<file path="config.mk">
export PLATFORM = sky130hd
export DESIGN_NAME = serializer_tx_flat
export DESIGN_NICKNAME = d
export VERILOG_FILES = /design/src/rtl/serializer_tx_if.sv /design/src/rtl/serializer_tx.sv /design/src/flat_wrapper.sv
export SDC_FILE = /design/constraint.sdc
export NUM_CORES = 1
export LEC_CHECK = 0
export CORE_MARGIN = 2
export CORE_UTILIZATION = 42
export CTS_CLUSTER_SIZE = 10
export DETAILED_ROUTE_END_ITERATION = 10
export HOLD_SLACK_MARGIN = 0.08
export PLACE_DENSITY = 0.67
export SETUP_SLACK_MARGIN = 0.1
export SYNTH_ARGS = -nofsm -noshare
export SYNTH_HDL_FRONTEND = slang
export SYNTH_SLANG_ARGS = --single-unit
</file>
<file path="constraint.sdc">
create_clock -name clk -period 1.25 [get_ports clk]
set_input_delay 0.25 -clock clk [delete_from_list [all_inputs] [get_ports clk]]
set_output_delay 0.25 -clock clk [all_outputs]
set_load 0.03 [all_outputs]
</file>
<file path="src/rtl/serializer_tx_if.sv">
// rtl/serializer_tx_if.sv - word handshake and serial output bundle for serializer_tx
interface serializer_tx_if #(
   parameter int WIDTH = 4
);
   logic             valid_i;
   logic [WIDTH-1:0] word_i;
   logic             msb_first_i;
   logic             ready_o;
   logic             serial_o;
   logic             bit_valid_o;
   logic             frame_o;
   logic             done_o;

   modport master (
      output valid_i, word_i, msb_first_i,
      input  ready_o, serial_o, bit_valid_o, frame_o, done_o
   );

   modport slave (
      input  valid_i, word_i, msb_first_i,
      output ready_o, serial_o, bit_valid_o, frame_o, done_o
   );
endinterface

</file>
<file path="src/rtl/serializer_tx.sv">
// rtl/serializer_tx.sv - parallel-in serial-out transmitter, one bit per DIV clocks
module serializer_tx #(
   parameter int WIDTH = 4,
   parameter int DIV   = 1
) (
   input logic            clk,
   input logic            rst,
   serializer_tx_if.slave bus
);
   localparam int BW = $clog2(WIDTH);
   localparam int DW = (DIV > 1) ? $clog2(DIV) : 1;
   localparam logic [BW-1:0] LAST_BIT = BW'(WIDTH - 1);
   localparam logic [DW-1:0] LAST_DIV = DW'(DIV - 1);

   typedef enum logic {IDLE, SHIFT} state_t;

   state_t           state, state_next;
   logic [WIDTH-1:0] shreg, shreg_next;
   logic             msb, msb_next;
   logic [BW-1:0]    bit_cnt, bit_cnt_next;
   logic [DW-1:0]    div_cnt, div_cnt_next;
   logic             serial, serial_next;
   logic             period_end, frame_end, ready, transfer;

   always_ff @(posedge clk or posedge rst) begin
      if (rst) begin
         state   <= IDLE;
         shreg   <= '0;
         msb     <= 1'b0;
         bit_cnt <= '0;
         div_cnt <= '0;
         serial  <= 1'b0;
      end else begin
         state   <= state_next;
         shreg   <= shreg_next;
         msb     <= msb_next;
         bit_cnt <= bit_cnt_next;
         div_cnt <= div_cnt_next;
         serial  <= serial_next;
      end
   end

   always_comb begin
      state_next   = state;
      shreg_next   = shreg;
      msb_next     = msb;
      bit_cnt_next = bit_cnt;
      div_cnt_next = div_cnt;
      serial_next  = serial;

      period_end = (state == SHIFT) && (div_cnt == LAST_DIV);
      frame_end  = period_end && (bit_cnt == LAST_BIT);
      // Ready in the final cycle lets a new word follow with no idle gap.
      ready      = (state == IDLE) || frame_end;
      transfer   = bus.valid_i && ready;

      bus.ready_o     = ready;
      bus.done_o      = frame_end;
      bus.frame_o     = (state == SHIFT);
      bus.bit_valid_o = (state == SHIFT) && (div_cnt == '0);
      bus.serial_o    = serial;

      if (transfer) begin
         state_next   = SHIFT;
         shreg_next   = bus.word_i;
         msb_next     = bus.msb_first_i;
         bit_cnt_next = '0;
         div_cnt_next = '0;
         serial_next  = bus.msb_first_i ? bus.word_i[WIDTH-1] : bus.word_i[0];
      end else if (frame_end) begin
         state_next   = IDLE;
         shreg_next   = '0;
         bit_cnt_next = '0;
         div_cnt_next = '0;
         serial_next  = 1'b0;
      end else if (period_end) begin
         div_cnt_next = '0;
         bit_cnt_next = bit_cnt + BW'(1);
         // The current bit always sits at the output end; shift the next one in behind it.
         if (msb) begin
            shreg_next  = {shreg[WIDTH-2:0], 1'b0};
            serial_next = shreg[WIDTH-2];
         end else begin
            shreg_next  = {1'b0, shreg[WIDTH-1:1]};
            serial_next = shreg[1];
         end
      end else if (state == SHIFT) begin
         div_cnt_next = div_cnt + DW'(1);
      end
   end
endmodule

</file>
<file path="src/flat_wrapper.sv">
// flat-port wrapper written by rule: the top's interface ports become plain ports
module serializer_tx_flat 
#(
   parameter int WIDTH = 4,
   parameter int DIV   = 1
)
  (clk, rst, bus_valid_i, bus_word_i, bus_msb_first_i, bus_ready_o, bus_serial_o, bus_bit_valid_o, bus_frame_o, bus_done_o);
  serializer_tx_if #(.WIDTH(WIDTH)) bus_i ();
  input logic clk;
  input logic rst;
  input wire logic [$bits(bus_i.valid_i)-1:0] bus_valid_i;
  input wire logic [$bits(bus_i.word_i)-1:0] bus_word_i;
  input wire logic [$bits(bus_i.msb_first_i)-1:0] bus_msb_first_i;
  output wire logic [$bits(bus_i.ready_o)-1:0] bus_ready_o;
  output wire logic [$bits(bus_i.serial_o)-1:0] bus_serial_o;
  output wire logic [$bits(bus_i.bit_valid_o)-1:0] bus_bit_valid_o;
  output wire logic [$bits(bus_i.frame_o)-1:0] bus_frame_o;
  output wire logic [$bits(bus_i.done_o)-1:0] bus_done_o;
  assign bus_i.valid_i = bus_valid_i;
  assign bus_i.word_i = bus_word_i;
  assign bus_i.msb_first_i = bus_msb_first_i;
  assign bus_ready_o = bus_i.ready_o;
  assign bus_serial_o = bus_i.serial_o;
  assign bus_bit_valid_o = bus_i.bit_valid_o;
  assign bus_frame_o = bus_i.frame_o;
  assign bus_done_o = bus_i.done_o;
  serializer_tx #(.WIDTH(WIDTH), .DIV(DIV)) u_core (.clk(clk), .rst(rst), .bus(bus_i));
endmodule
</file>
After elaboration in Yosys (flattened, before gate mapping)
Index checks and enable logic that the tools add are counted.
W data, S select, Z words.
{"block": "classes", "add_sub_neg": 2, "mul": 0, "div_mod_pow": 0, "n_lt_le_gt_ge": 0, "eq_ne": 1, "n_shift": 0, "n_mux": 18, "bitwise": 2, "n_reduce_logical": 7}
{"operator": "$mux W4", "count": 4}
{"operator": "$mux W1", "count": 11}
{"operator": "$mux W2", "count": 3}
{"operator": "$reduce_bool A4 Y1", "count": 1}
{"operator": "$logic_and A1 B1 Y1", "count": 3}
{"operator": "$reduce_bool A3 Y1", "count": 1}
{"operator": "$add A2 B1 Y2 const B", "count": 1}
{"operator": "$eq A2 B2 Y1 const B", "count": 1}
{"operator": "$not A1 Y1", "count": 2}
{"operator": "$reduce_bool A2 Y1", "count": 1}
{"operator": "$add A1 B1 Y1 const B", "count": 1}
{"operator": "$logic_or A1 B1 Y1", "count": 1}
{"block": "word_totals", "reg_bits": 10, "latchBits": 0, "ram_bits": 0, "mem_bits_ro": 0, "in_bits": 8, "out_inout_bits": 5, "wordCells": 36, "n_memories": 0}

Longest topological paths before layout
Gate-level depths: netlist of the first run.
{"block": "logic_depth", "word_depth": 6, "depth_mapped": 4, "ltp_nobuf": 4}

Worst setup path after synthesis of the first run
No wires, ideal clock.
{"block": "synth_path", "kind": "flip-flop to flip-flop", "startpoint": "register u_core.state, in the netlist u_core.bus.frame_o", "endpoint": "register u_core.shreg[1]", "setup_ns": 0.138, "t_arrival_ns": 1.286, "required_time_ns": 1.112, "slack_ns": -0.175, "path_stages_with_launch": 5, "path_buffers": 1, "synth_period_minus_slack_ns": 1.425, "cell_sequence": "dfrtp_1 buf_4 and3b_1 nand3b_1 a31oi_1"}
{"block": "synth_via", "elab_chain_cells": 5, "word_cells_on_any_way": 8, "cone_classes": "mux: 2; bitwise: 1; reduce/logical: 5"}
{"element": "from (decl)", "line_no": "serializer_tx.sv:17", "text": "state_t state, state_next;"}
{"element": "from (signal assigned)", "line_no": "serializer_tx.sv:34", "text": "state <= state_next;"}
{"element": "$logic_and A1 B1 Y1 *", "line_no": "serializer_tx.sv:51", "text": "period_end = (state == SHIFT) && (div_cnt == LAST_DIV);"}
{"element": "$logic_and A1 B1 Y1 *", "line_no": "serializer_tx.sv:52", "text": "frame_end = period_end && (bit_cnt == LAST_BIT);"}
{"element": "named net bus_done_o", "line_no": "flat_wrapper.sv:18", "text": "output wire logic [$bits(bus_i.done_o)-1:0] bus_done_o;"}
{"element": "$logic_or A1 B1 Y1", "line_no": "serializer_tx.sv:54", "text": "ready = (state == IDLE) || frame_end;"}
{"element": "$logic_and A1 B1 Y1", "line_no": "serializer_tx.sv:55", "text": "transfer = bus.valid_i && ready;"}
{"element": "$reduce_bool A3 Y1 (no line) or $mux W4 (tied branches)"}
{"element": "to (signal assigned)", "line_no": "serializer_tx.sv:35", "text": "shreg <= shreg_next;"}
{"element": "to (decl)", "line_no": "serializer_tx.sv:18", "text": "logic [WIDTH-1:0] shreg, shreg_next;"}
Mark *: on every way through the listed nets, which the timed path passes. The rest lies on a longest branch.
A chain may end at the register's enable or synchronous reset.

Final worst setup path of the first run
{"block": "layout_path", "startpoint": "register u_core.div_cnt", "endpoint": "output bus_done_o"}
{"block": "layout_via", "elab_chain_cells": 3}
{"element": "from (decl)", "line_no": "serializer_tx.sv:21", "text": "logic [DW-1:0] div_cnt, div_cnt_next;"}
{"element": "from (signal assigned)", "line_no": "serializer_tx.sv:38", "text": "div_cnt <= div_cnt_next;"}
{"element": "$not A1 Y1", "line_no": "serializer_tx.sv:51"}
{"element": "$logic_and A1 B1 Y1", "line_no": "serializer_tx.sv:51"}
{"element": "$logic_and A1 B1 Y1", "line_no": "serializer_tx.sv:52"}
{"element": "to (decl)", "line_no": "flat_wrapper.sv:18"}
Every way passes these cells.

==> results of run 1 <==
path summary, 6_finish.rpt:
kind,cells after the start,to,startpoint
max in group asynchronous,2,u_core.bus.frame_o,rst
min in group clk,1,u_core.shreg[0],u_core.shreg[0]
hold / removal,2,u_core.shreg[3],rst
setup reg to reg,5,u_core.shreg[3],u_core.bit_cnt[0]
setup / recovery,3,bus_done_o,u_core.div_cnt
hold reg to reg,1,u_core.shreg[0],u_core.shreg[0]
metal layers:
layer,global-route usage [%],up-vias
li1,-,274
met1,26.3,263
met2,37.5,30
met3,4.89,11
met4,14.5,0
met5,0,-
logic make-up after synthesis:
| family | share of synthesized area (%) |
|---|---|
| DFF | 43.0 |
| and+or+nand+nor | 21.1 |
| adders and majority gates | 2.15 |
| buffers and inverters | 3.87 |
| muxes | 9.89 |
| AOI/OAI and AO/OA | 20.0 |
placed cells by master, fill, tap and decap left out, drive strengths merged, types with 3 or more instances in the layout:
cell type,count
o211ai,3
inv,4
nand2,4
mux2,3
dfrtp,10
buf,24
clkdlybuf4s50,7
a21oi,4
clkbuf,4
final cells by class:
type,count,share of cell area (%)
clock buffer,4,2.72
inverter,4,1.55
tap,15,1.94
timing repair buffer,31,28.2
multi-input combinational,41,39.5
sequential,10,26.0
sequential cells by signal (all words and copies together), names as in the netlist:
| register | flops |
|---|---|
| u_core.bus.frame_o | 1 |
| u_core.msb | 1 |
| u_core.div_cnt | 1 |
| u_core.shreg | 4 |
| u_core.bus.serial_o | 1 |
| u_core.bit_cnt | 2 |
power breakdown:
| group | internal [mW] | switching [mW] |
|---|---|---|
| Clock | 0.124 | 0.115 |
| Combinational | 0.797 | 0.633 |
| Sequential | 0.463 | 0.153 |
worst max-delay path, stage by stage, from the launching register on:
cell,delay (ps)
dfrtp_1,430
buf_4,170
and3b_2,250
buf_6,130
what timing repair did:
item,in CTS,in global routing
pin swaps,9,4
resized for setup,16,5
endpoints found under the hold margin,0,0
endpoints found under the setup margin,12,12
buffers inserted,7,1
==> results list, run 1 <==
- Headroom to the max-slew limit came out at about 74%.
- Entering global routing, the biggest net connects 11 pins.
* Time the worst path needs with I/O delays and setup: roughly 1500 ps
- Run status: finished with violations
- Number of different library cells in the post-synthesis netlist: 29
- Cell Rows: 13
- Number of hold violations in the final report: 0
- Worst IR Drop VDD: 1250 uV
- Setup violations remaining at the end of the flow were counted as 9.
- Detailed-route vias per instance: about 5.5
- The worst setup path is captured at an output port.
- Clock network latency to the later pin of the worst-skew pair: about 270 ps
* Fraction of the yosys area taken by sequential cells: between 40% and 50%
- Summed over all nets, wire length on met2 after detailed routing comes to between 700 and 800 um.
- Sum of routed wire length over all layers: roughly 1.6 mm
- The tightest min-delay check is of the in2async type.
* HPWL after DPL: 1.11 mm
* Cell leakage power: roughly 0.45 nW
* Number of global-route vias before repair: 544
- Inserted Diodes: 0
- Die ar.: 1700 um2
- Post-Synthesis Cells: 56
- The first detailed-routing pass ran for 4 iterations.
- Metal3 WL: 88 um
- In this run the number of H-tree levels came out at 1.
* DRC errors left: 0
- From synthesis to final layout, the design area changed by 66.0%.
- List of most frequent post-synthesis cells: dfrtp_1, inv_1, nand2_1
- The worst setup path is launched from a register.
- Max Cap Viol: 0
- Global-route wire length before repair: 2.42 mm
- In the final layout, flip-flops and latches occupy between 200 and 300 um2.
- Once detail routing completed, the nets flagged for antenna violations numbered 0.
- Clock tree sinks: 10
- 13 I/O pins were placed.
- The multi-input combinational cells in the finished layout cover a total of 382 um2.
- The detailed router put a total of roughly 670 um of wire on met1.
- Vertical extent of the die: 41.2 um
- For this run, the number of Yosys warnings is 0.
- Global routing consumed, over all layers together, between 20% and 30% of the routing resources.
- TritonCTS built the clock tree.
- Top cell type's share of synthesized area: around 43%
- Derived from the worst setup path, the maximum achievable clock frequency is 0.670 GHz.
- Along the worst path, the maximum fanout reaches 4.
- Core box area: 1300 um2
- Average cell area after synthesis: ~10 um2
- Summed over all layers, the global routing overflow is 0.
* Tcrit/Tclk final: 119%
* Avg WL per Cell: roughly 15 um
* Number of buffers on the longest clock path: 2
* Area of the mapped netlist: about 580 um2
- Effective utilization at floorplan: 44.7%
- Buffers inserted during clock tree synthesis total 3.
- Total Power Consumption: ~2.3 mW
* Initial detailed-routing violation count: 6
* Count of buffers from port buffering: 12
- Power spread over the standard cell area amounts to 2370 nW/um2.
- For the pin with the worst max-slew slack, the measured transition is around 390 ps.
- Post-layout instance area: ~970 um2
* Setup clock skew after layout: about 2.9 ps
- After clock tree synthesis, the clock-pin slew on the worst setup and hold paths is 70 ps.
- Data arrival, critical path: about 1200 ps
* Largest cells by area after synthesis: dfrtp_1, mux2_2, o211ai_1
- Post-route core utilization: roughly 74%
* Asr flop ratio synth: 100%
- Clock Tree Root: clkbuf_4
* Setup slack of the critical path after layout: -243 ps
- Cells with a size suffix above 1 make up about 52% of the layout.
- Number of non-filler instances in the completed layout: 105
- The number of hold buffers added after CTS was 0.
- Filler cell count in the final layout: 96
* CP required: 1000 ps
- In this run the cell area measured after placement is 813 um2.
- In this run, synthesis inferred 0 flip-flops with an integrated enable.
* Worst setup slack after placement: -219 ps
- Largest area contributor in the netlist: dfrtp_1
- Yosys reg bits: 10
* Setup repair after global routing missed its margin: yes
* Number of antenna violations at the first check in global routing: 0
- Violations in the final reports: negative setup slack
- At the end of routability-driven placement, the weighted congestion stood at 0.749.
* DR vias: 578
- Among all cell types in the netlist, the one instantiated most often is dfrtp_1.
- The final count of pins violating max slew is 0.
- Main synth FF type: dfrtp_1
- Once placement completed, the tool counted placed cells totaling 95.
- In this run the register-to-register setup slack is -180 ps.
- Synthesized net count: 65
- Fin nets: 100
- The highest metal layer carrying signal wires in the routed design is met4.
- Worst hold slack: 259 ps
- The critical path is of the reg2out type.
- Adding up every negative setup slack in the final design gives -1160 ps.
* Die X-Extent: around 41 um
No activity file was read; power rests on OpenSTA's default activity.
==> inputs of run 2 (changes only) <==
--- a/config.mk
+++ b/config.mk
@@ -11,6 +11,7 @@
 export DETAILED_ROUTE_END_ITERATION = 10
 export HOLD_SLACK_MARGIN = 0.08
 export PLACE_DENSITY = 0.67
+export RECOVER_POWER = 25
 export SETUP_SLACK_MARGIN = 0.1
 export SYNTH_ARGS = -nofsm -noshare
 export SYNTH_HDL_FRONTEND = slang
==> results list, run 2 (synthesis gave the netlist of run 1 again) <==
- The number of rows created at floorplan came to 13 (unchanged).
- Number of nets with antenna violations after routing: 0 (unchanged)
* Transition time at the pin with the least slew margin: 394 ps (+0.207 ps)
- The arrival time reported for the critical path endpoint came to 1240 ps (about the same).
- STA classifies the critical path startpoint as a register.
- The number of buffers added to fix hold violations after cts came to 0 (unchanged).
* Number of buffers added by the clock tree synthesis step: 3 (unchanged)
- The I/O pin count was 13 (unchanged).
- R2r setup slk: -170 ps (about the same)
- Detailed-route vias per instance: 5.50 (unchanged)
- Clock network latency to the later pin of the worst-skew pair: 270 ps (about the same)
- The top cell types in the final layout, fill and taps aside, are buf_4, dfrtp_1, clkdlybuf4s50_1, buf_6.
- The max-cap violation count was 0 (unchanged).
* Worst IR Drop VDD: 1250 uV (about the same)
- Avg WL per Cell: 15.1 um (-0.13%)
* Internal Power: 1.38 mW (about the same)
- Setup repair after global routing missed its margin: yes
- Initial detailed-routing violation count: 6 (unchanged)
- Reg2Reg Launch Point: u_core.bit_cnt[0]
- Run status: finished with violations
- The final reports fail on negative setup slack.
- Critical path peak fanout: 4 (unchanged)
- The floorplan die width came to 41.2 um (unchanged).
* Worst relative slew slack: 73.7% (about the same)
- The aggregate routed wire length was 1.59 mm (-0.13%).
* R2R cell count: 5 (unchanged)
- Clock Pin Slew Worst Setup and Hold Paths: 70 ps (about the same)
- The clock skew came to 2.88 ps (unchanged).
- Worst min-delay path category: in2async
- Largest registers ranked by flip-flop count: u_core.shreg x4, u_core.bit_cnt x2
* Total of endpoints with negative setup slack in the final report: 9 (unchanged)
- Fin nets: 100 (unchanged)
- Final weighted congestion in routability-driven placement: 0.749 (unchanged)
- Net Sw Power: 901 uW (-0.15%)
- Leaving out fill and tap cells, the most frequent cell in the layout is buf_4.
- The worst register-to-register path ends at u_core.shreg[3].
- Global-route wire length before repair: 2.42 mm (unchanged)
- The synthesis-to-finish area growth was 66.0% (unchanged).
- The number of buffers inserted by port buffering was 12 (unchanged).
- Largest reg by FF count: u_core.shreg
- Register Area: 251 um2 (unchanged)
- The buffer levels on the longest clock path came to 2 (unchanged).
* Endpoint class of the critical path: output port
* Inserted Diodes: 0 (unchanged)
* Worst hold slack: 397 ps (+137 ps)
- HPWL after DPL: 1.11 mm (unchanged)
- The number of inserted filler cells in the final layout came to 96 (unchanged).
- The total leakage power came to 0.454 nW (about the same).
- The critical path is of the reg2out type.
- Combinational share of power: 62.6% (about the same)
- The area of the multi-input gates was 382 um2 (unchanged).
* Number of global-route vias before repair: 544 (unchanged)
- Clock tree sinks: 10 (unchanged)
- DR vias: 578 (unchanged)
- The total count of hold-check failures in the final report was 0 (unchanged).
* Highest clock rate: 0.670 GHz (unchanged)
- CP required: 1000 ps (about the same)
* Tcrit/Tclk final: 119% (unchanged)
- The root buffer cell chosen for the clock tree is clkbuf_4.
* Switching power share of the total: 39.4% (about the same)
- The height of the chip was 41.2 um (unchanged).
- The share of total power in sequential cells is 26.9% (about the same).
- The post-route worst setup slack is -243 ps (unchanged).
- Fraction of layout instances using a drive strength above 1: 52.2% (unchanged)
* Time the worst path needs with I/O delays and setup: 1490 ps (unchanged)
* Clock network power share: 10.5% (about the same)
- Fin. max-slew vios: 0 (unchanged)
* Effective utilization at floorplan: 44.7% (unchanged)
- Total grt overflow: 0 (unchanged)
- The detailed-routing iteration count for the pre-antenna-repair pass was 4 (unchanged).
* CTS H-Tree Depth: 1 (unchanged)
- Global routing usage summed across all routing layers: 22.8% (unchanged)
- Number of antenna violations at the first check in global routing: 0 (unchanged)
- Post-route core utilization: 74.2% (unchanged)
- The die footprint came to 1700 um2 (unchanged).
- The pin count of the biggest net entering global routing came to 11 (unchanged).
- Core box area: 1300 um2 (unchanged)
- Max reg flops: 4 (unchanged)
- The power density of the placed cells was 2370 nW/um2 (about the same).
- Clock tree from TritonCTS: built
- The count of unresolved DRC violations after routing is 0 (unchanged).
-- run 2: changes by cell type in the layout (fill, tap and decap cells not counted), sizes merged --
cell | previous run | this run
clkdlybuf4s50 | 7 | 6
dlygate4sd3 | 0 | 1
-- run 2: power groups by stage --
| stage | registers [mW] | logic, mW | clock network (mW) |
|---|---|---|---|
| after floorplan | 0.621 | 0.684 | 0 |
| after global placement | 0.618 | 1.05 | 0 |
| after detailed placement | 0.630 | 1.08 | 0 |
| after CTS | 0.613 | 1.38 | 0.244 |
| after global routing | 0.634 | 1.54 | 0.260 |
| final | 0.615 | 1.43 | 0.239 |
-- run 2: how the worst max path moves through the flow --
stage / startpoint / end
global placement: bus_valid_i / u_core.msb
finish: u_core.div_cnt / bus_done_o
floorplan: u_core.bus.frame_o / u_core.shreg[1]
CTS: u_core.bit_cnt[0] / bus_done_o
global route: u_core.bit_cnt[0] / bus_done_o
detailed placement: bus_valid_i / u_core.bus.serial_o
-- run 2: worst max-delay path: stages (launching register included) --
cell     delay (ps)
dfrtp_1         430
buf_4           170
and3b_2         250
buf_6           130
-- run 2: per-stage QoR --
step | std cells | power, mW | cell area [um2] | worst slack (ps) | TNS (ps)
2_1_floorplan | 56 | 1.31 | 601 | -43.1 | -43.1
3_3_place_gp | 95 | 1.67 | 813 | -196 | -1210
6_report | 105 | 2.28 | 966 | -243 | -1130
4_1_cts | 105 | 2.23 | 951 | -250 | -1320
3_5_place_dp | 95 | 1.71 | 813 | -219 | -1340
5_1_grt | 105 | 2.43 | 966 | -279 | -1670
-- run 2: cell type report --
class / count / share of cell area, %
well taps: 15 / 1.94
inverters: 4 / 1.55
clock buffers: 4 / 2.72
multi-input cells: 41 / 39.5
repair buffers: 31 / 28.2
flip-flops and latches: 10 / 26.0
-- run 2: layer usage --
metal	track usage [%]	wire length, um	vias to the layer above
li1	-	-	274
met1	26.3	672	263
met2	37.5	761	30
met3	4.89	87	11
met4	14.5	68	0
met5	0	0	-
-- run 2: repair_timing --
action	4_1_cts	5_1_grt
resized for setup	16	5
pin swaps	9	4
setup endpoints to repair	12	12
gates cloned	0	0
setup buffers	7	1
==> inputs of run 3 (changes only) <==
--- a/config.mk
+++ b/config.mk
@@ -5,10 +5,11 @@
 export SDC_FILE = /design/constraint.sdc
 export NUM_CORES = 1
 export LEC_CHECK = 0
-export CORE_MARGIN = 2
-export CORE_UTILIZATION = 42
+export CAP_MARGIN = 15
+export CORE_AREA = 2 2 39 41
 export CTS_CLUSTER_SIZE = 10
 export DETAILED_ROUTE_END_ITERATION = 10
+export DIE_AREA = 0 0 41 43
 export HOLD_SLACK_MARGIN = 0.08
 export PLACE_DENSITY = 0.67
 export RECOVER_POWER = 25
==> constraint.sdc (replaced) <==
create_clock -name clk -period 1.4 [get_ports clk]
set_input_delay 0.28 -clock clk [delete_from_list [all_inputs] [get_ports clk]]
set_output_delay 0.28 -clock clk [all_outputs]
set_load 0.03 [all_outputs]
==> results list, run 3 (synthesis gave the netlist of run 1 again) <==
- Area growth from synthesis to final layout: 74.6%
* Setup repair after global routing missed its margin: yes
- Clock network power share: 12.6% (+2.1 points)
- The signal on the critical path passes through ha_4 -> and3b_2 -> buf_6.
* Number of buffers on the longest clock path: 2 (unchanged)
- Largest reg by FF count: u_core.shreg
- The initial core utilization came to 42.0% (-2.7 points).
- The clock-pin transition on the worst setup and hold timing paths was 80 ps (about the same).
- Number of buffers added by the clock tree synthesis step: 3 (unchanged)
- The number of flip-flops in the largest register was 4 (unchanged).
* Area post-placement: 762 um2 (-6.3%)
* Number of detailed-routing iterations run before antenna repair: 4 (unchanged)
* Core box area: 1380 um2 (+6.3%)
- The clock skew was 1.61 ps (-1.27 ps).
- Worst min-delay path category: in2async
* Sum of routed wire length over all layers: 1.83 mm (+15%)
- The first-pass GRT wire length came to 2.79 mm (+16%).
* Global routing usage summed across all routing layers: 24.1% (+1.3 points)
- Combinational share of power: 62.5% (about the same)
- The count of final setup violators came to 6 (-3).
- Endpoint class of the critical path: output port
* Fin nets: 102 (+2.0%)
- The I/O pin count was 13 (unchanged).
* Critical path peak fanout: 3 (-1)
- Total grt overflow: 0 (unchanged)
* Register Area: 253 um2 (+0.50%)
* Internal Power: 1.33 mW (-3.5%)
* Worst IR Drop VDD: 1300 uV (+3.7%)
- Clock tree from TritonCTS: built
* Clock Tree Root: clkbuf_4
- The total count of hold-check failures in the final report came to 0 (unchanged).
* Maximum number of pins on one net before global-route repair: 11 (unchanged)
- The number of antenna violations at the first check in global routing was 0 (unchanged).
* Final weighted congestion in routability-driven placement: 0.765 (+2.1%)
- Class of the most critical setup path: reg2out
- Time the worst path needs with I/O delays and setup: about 1500 ps
- The worst setup path is launched from a register.
- The number of DRC markers after the initial detailed-route iteration came to 17 (+11).
- Run status: finished with violations
- Delay of the slowest critical-path stage: 430 ps (about the same)
- The number of sinks on the clock net was 10 (unchanged).
* Worst setup slack after placement: -95.4 ps (+124 ps)
- The average wire per standard cell is 17.0 um (+12%).
- Derived from the worst setup path, the maximum achievable clock frequency is 0.649 GHz.
- The detailed placer's ending HPWL is 1.02 mm (-8.3%).
- Inserted Diodes: 0 (unchanged)
- Data arrival, critical path: 1260 ps (+20 ps)
- In the final layout, the registers with the most flip-flops are u_core.shreg x4, u_core.bit_cnt x2.
- Max Cap Viol: 0 (unchanged)
- Die ar.: 1760 um2 (+3.8%)
- The switching fraction of total power was 39.1% (-0.38 points).
- Tcrit/Tclk final: 110%
- Number of hold buffers added after CTS: 0 (unchanged)
- DRC errors left: 0 (unchanged)
* Cell leakage power: 0.479 nW (+5.7%)
- The number of inserted filler cells in the final layout is 98 (+2.1%).
- Setup slack of the critical path after layout: -142 ps (+101 ps)
* Post-layout instance area: 1020 um2 (+5.2%)
- Vertical extent of the die: 43 um (+4.3%)
* Fraction of layout instances using a drive strength above 1: 54.3% (+2.1 points)
* Number of global-route vias before repair: 612 (+13%)
* CP required: 1120 ps (+120 ps)
- The worst slew margin relative to its limit came to 72.1% (-1.6 points).
- The clock insertion delay at the later pin of the skew report is 270 ps (about the same).
- Cell Rows: 14 (+1)
* Transition time at the pin with the least slew margin: 418 ps (+24.0 ps)
- Most common cell after layout, fill and taps aside: buf_4
* Power per standard cell area: 2160 nW/um2 (-8.9%)
- The final count of pins violating max slew came to 0 (unchanged).
* Die X-Extent: 41 um (-0.53%)
* Fraction of power consumed by sequential logic: 24.9% (-2.0 points)
- The number of nets with antenna violations after routing is 0 (unchanged).
* Net Sw Power: 855 uW (-5.1%)
- Multi-input combinational cell area: 395 um2 (+3.6%)
* Sum Neg Setup Slack: -423 ps (+711 ps)
- Violations in the final reports: negative setup slack
- The number of buffers inserted by port buffering is 12 (unchanged).
- Leaving out fill and tap cells, the most frequent cells in the layout are buf_4, buf_6, dfrtp_1, clkdlybuf4s50_1, inv_1.
- DR vias: 602 (+4.2%)
- Detailed-route vias per instance: 5.57 (+1.3%)
* Master of the slowest instance on the critical path: dfrtp_1
* CTS H-Tree Depth: 1 (unchanged)
## run 3: repair_timing
action	in CTS	in global routing
pin swaps	10	13
setup endpoints to repair	9	13
gates resized for setup	18	13
setup buffers	9	5
gates cloned	0	0
## run 3: final timing paths
check                                    start             endpoint  slack, ps  cells after the start
setup / recovery             u_core.bit_cnt[0]           bus_done_o       -140                      3
hold / removal                             rst    u_core.bit_cnt[1]        430                      2
setup reg to reg             u_core.bit_cnt[0]      u_core.shreg[1]       -100                      6
hold reg to reg            u_core.bus.serial_o  u_core.bus.serial_o        540                      1
max in group asynchronous                  rst       u_core.div_cnt        650                      2
min in group clk           u_core.bus.serial_o  u_core.bus.serial_o        540                      1
## run 3: per-layer routing
| layer | part of all wire (%) | track usage (%) |
|---|---|---|
| met1 | 38 | 29.7 |
| met2 | 51 | 36.6 |
| met3 | 5.9 | 4.71 |
| met4 | 4.9 | 14.7 |
| met5 | 0 | 0 |
## run 3: area by class of cell
class | count | area share (%)
Sequential cell | 10 | 24.9
Tap cell | 16 | 1.97
Timing Repair Buffer | 33 | 29.2
Clock buffer | 4 | 3.57
Inverter | 4 | 1.48
Multi-Input combinational cell | 41 | 38.9
## run 3: critical path, delay by kind of cell, from the launching register on
| kind | cells | cell delay [ps] |
|---|---|---|
| and+or+nand+nor | 1 | 220 |
| buffers and inverters | 1 | 140 |
| adders and majority gates | 1 | 200 |
| DFF | 1 | 430 |
## run 3: per-stage QoR
step / total power, mW / utilization (%) / hold WS [ps] / cells
after floorplan: 1.14 / - / 120 / 56
after global placement: 1.39 / 55.1 / 484 / 90
after detailed placement: 1.41 / 55.1 / 497 / 90
after CTS: 1.99 / 67.4 / 313 / 103
after global routing: 2.30 / 73.4 / 484 / 108
final: 2.19 / 73.4 / 431 / 108
## run 3: power groups by stage
stage                     logic, mW  registers (mW)  clock network, mW
after CTS                      1.18           0.543              0.271
after floorplan               0.593           0.542                  0
after global routing           1.46           0.557              0.290
final                          1.37           0.546              0.275
after detailed placement      0.856           0.553                  0
after global placement        0.842           0.549                  0
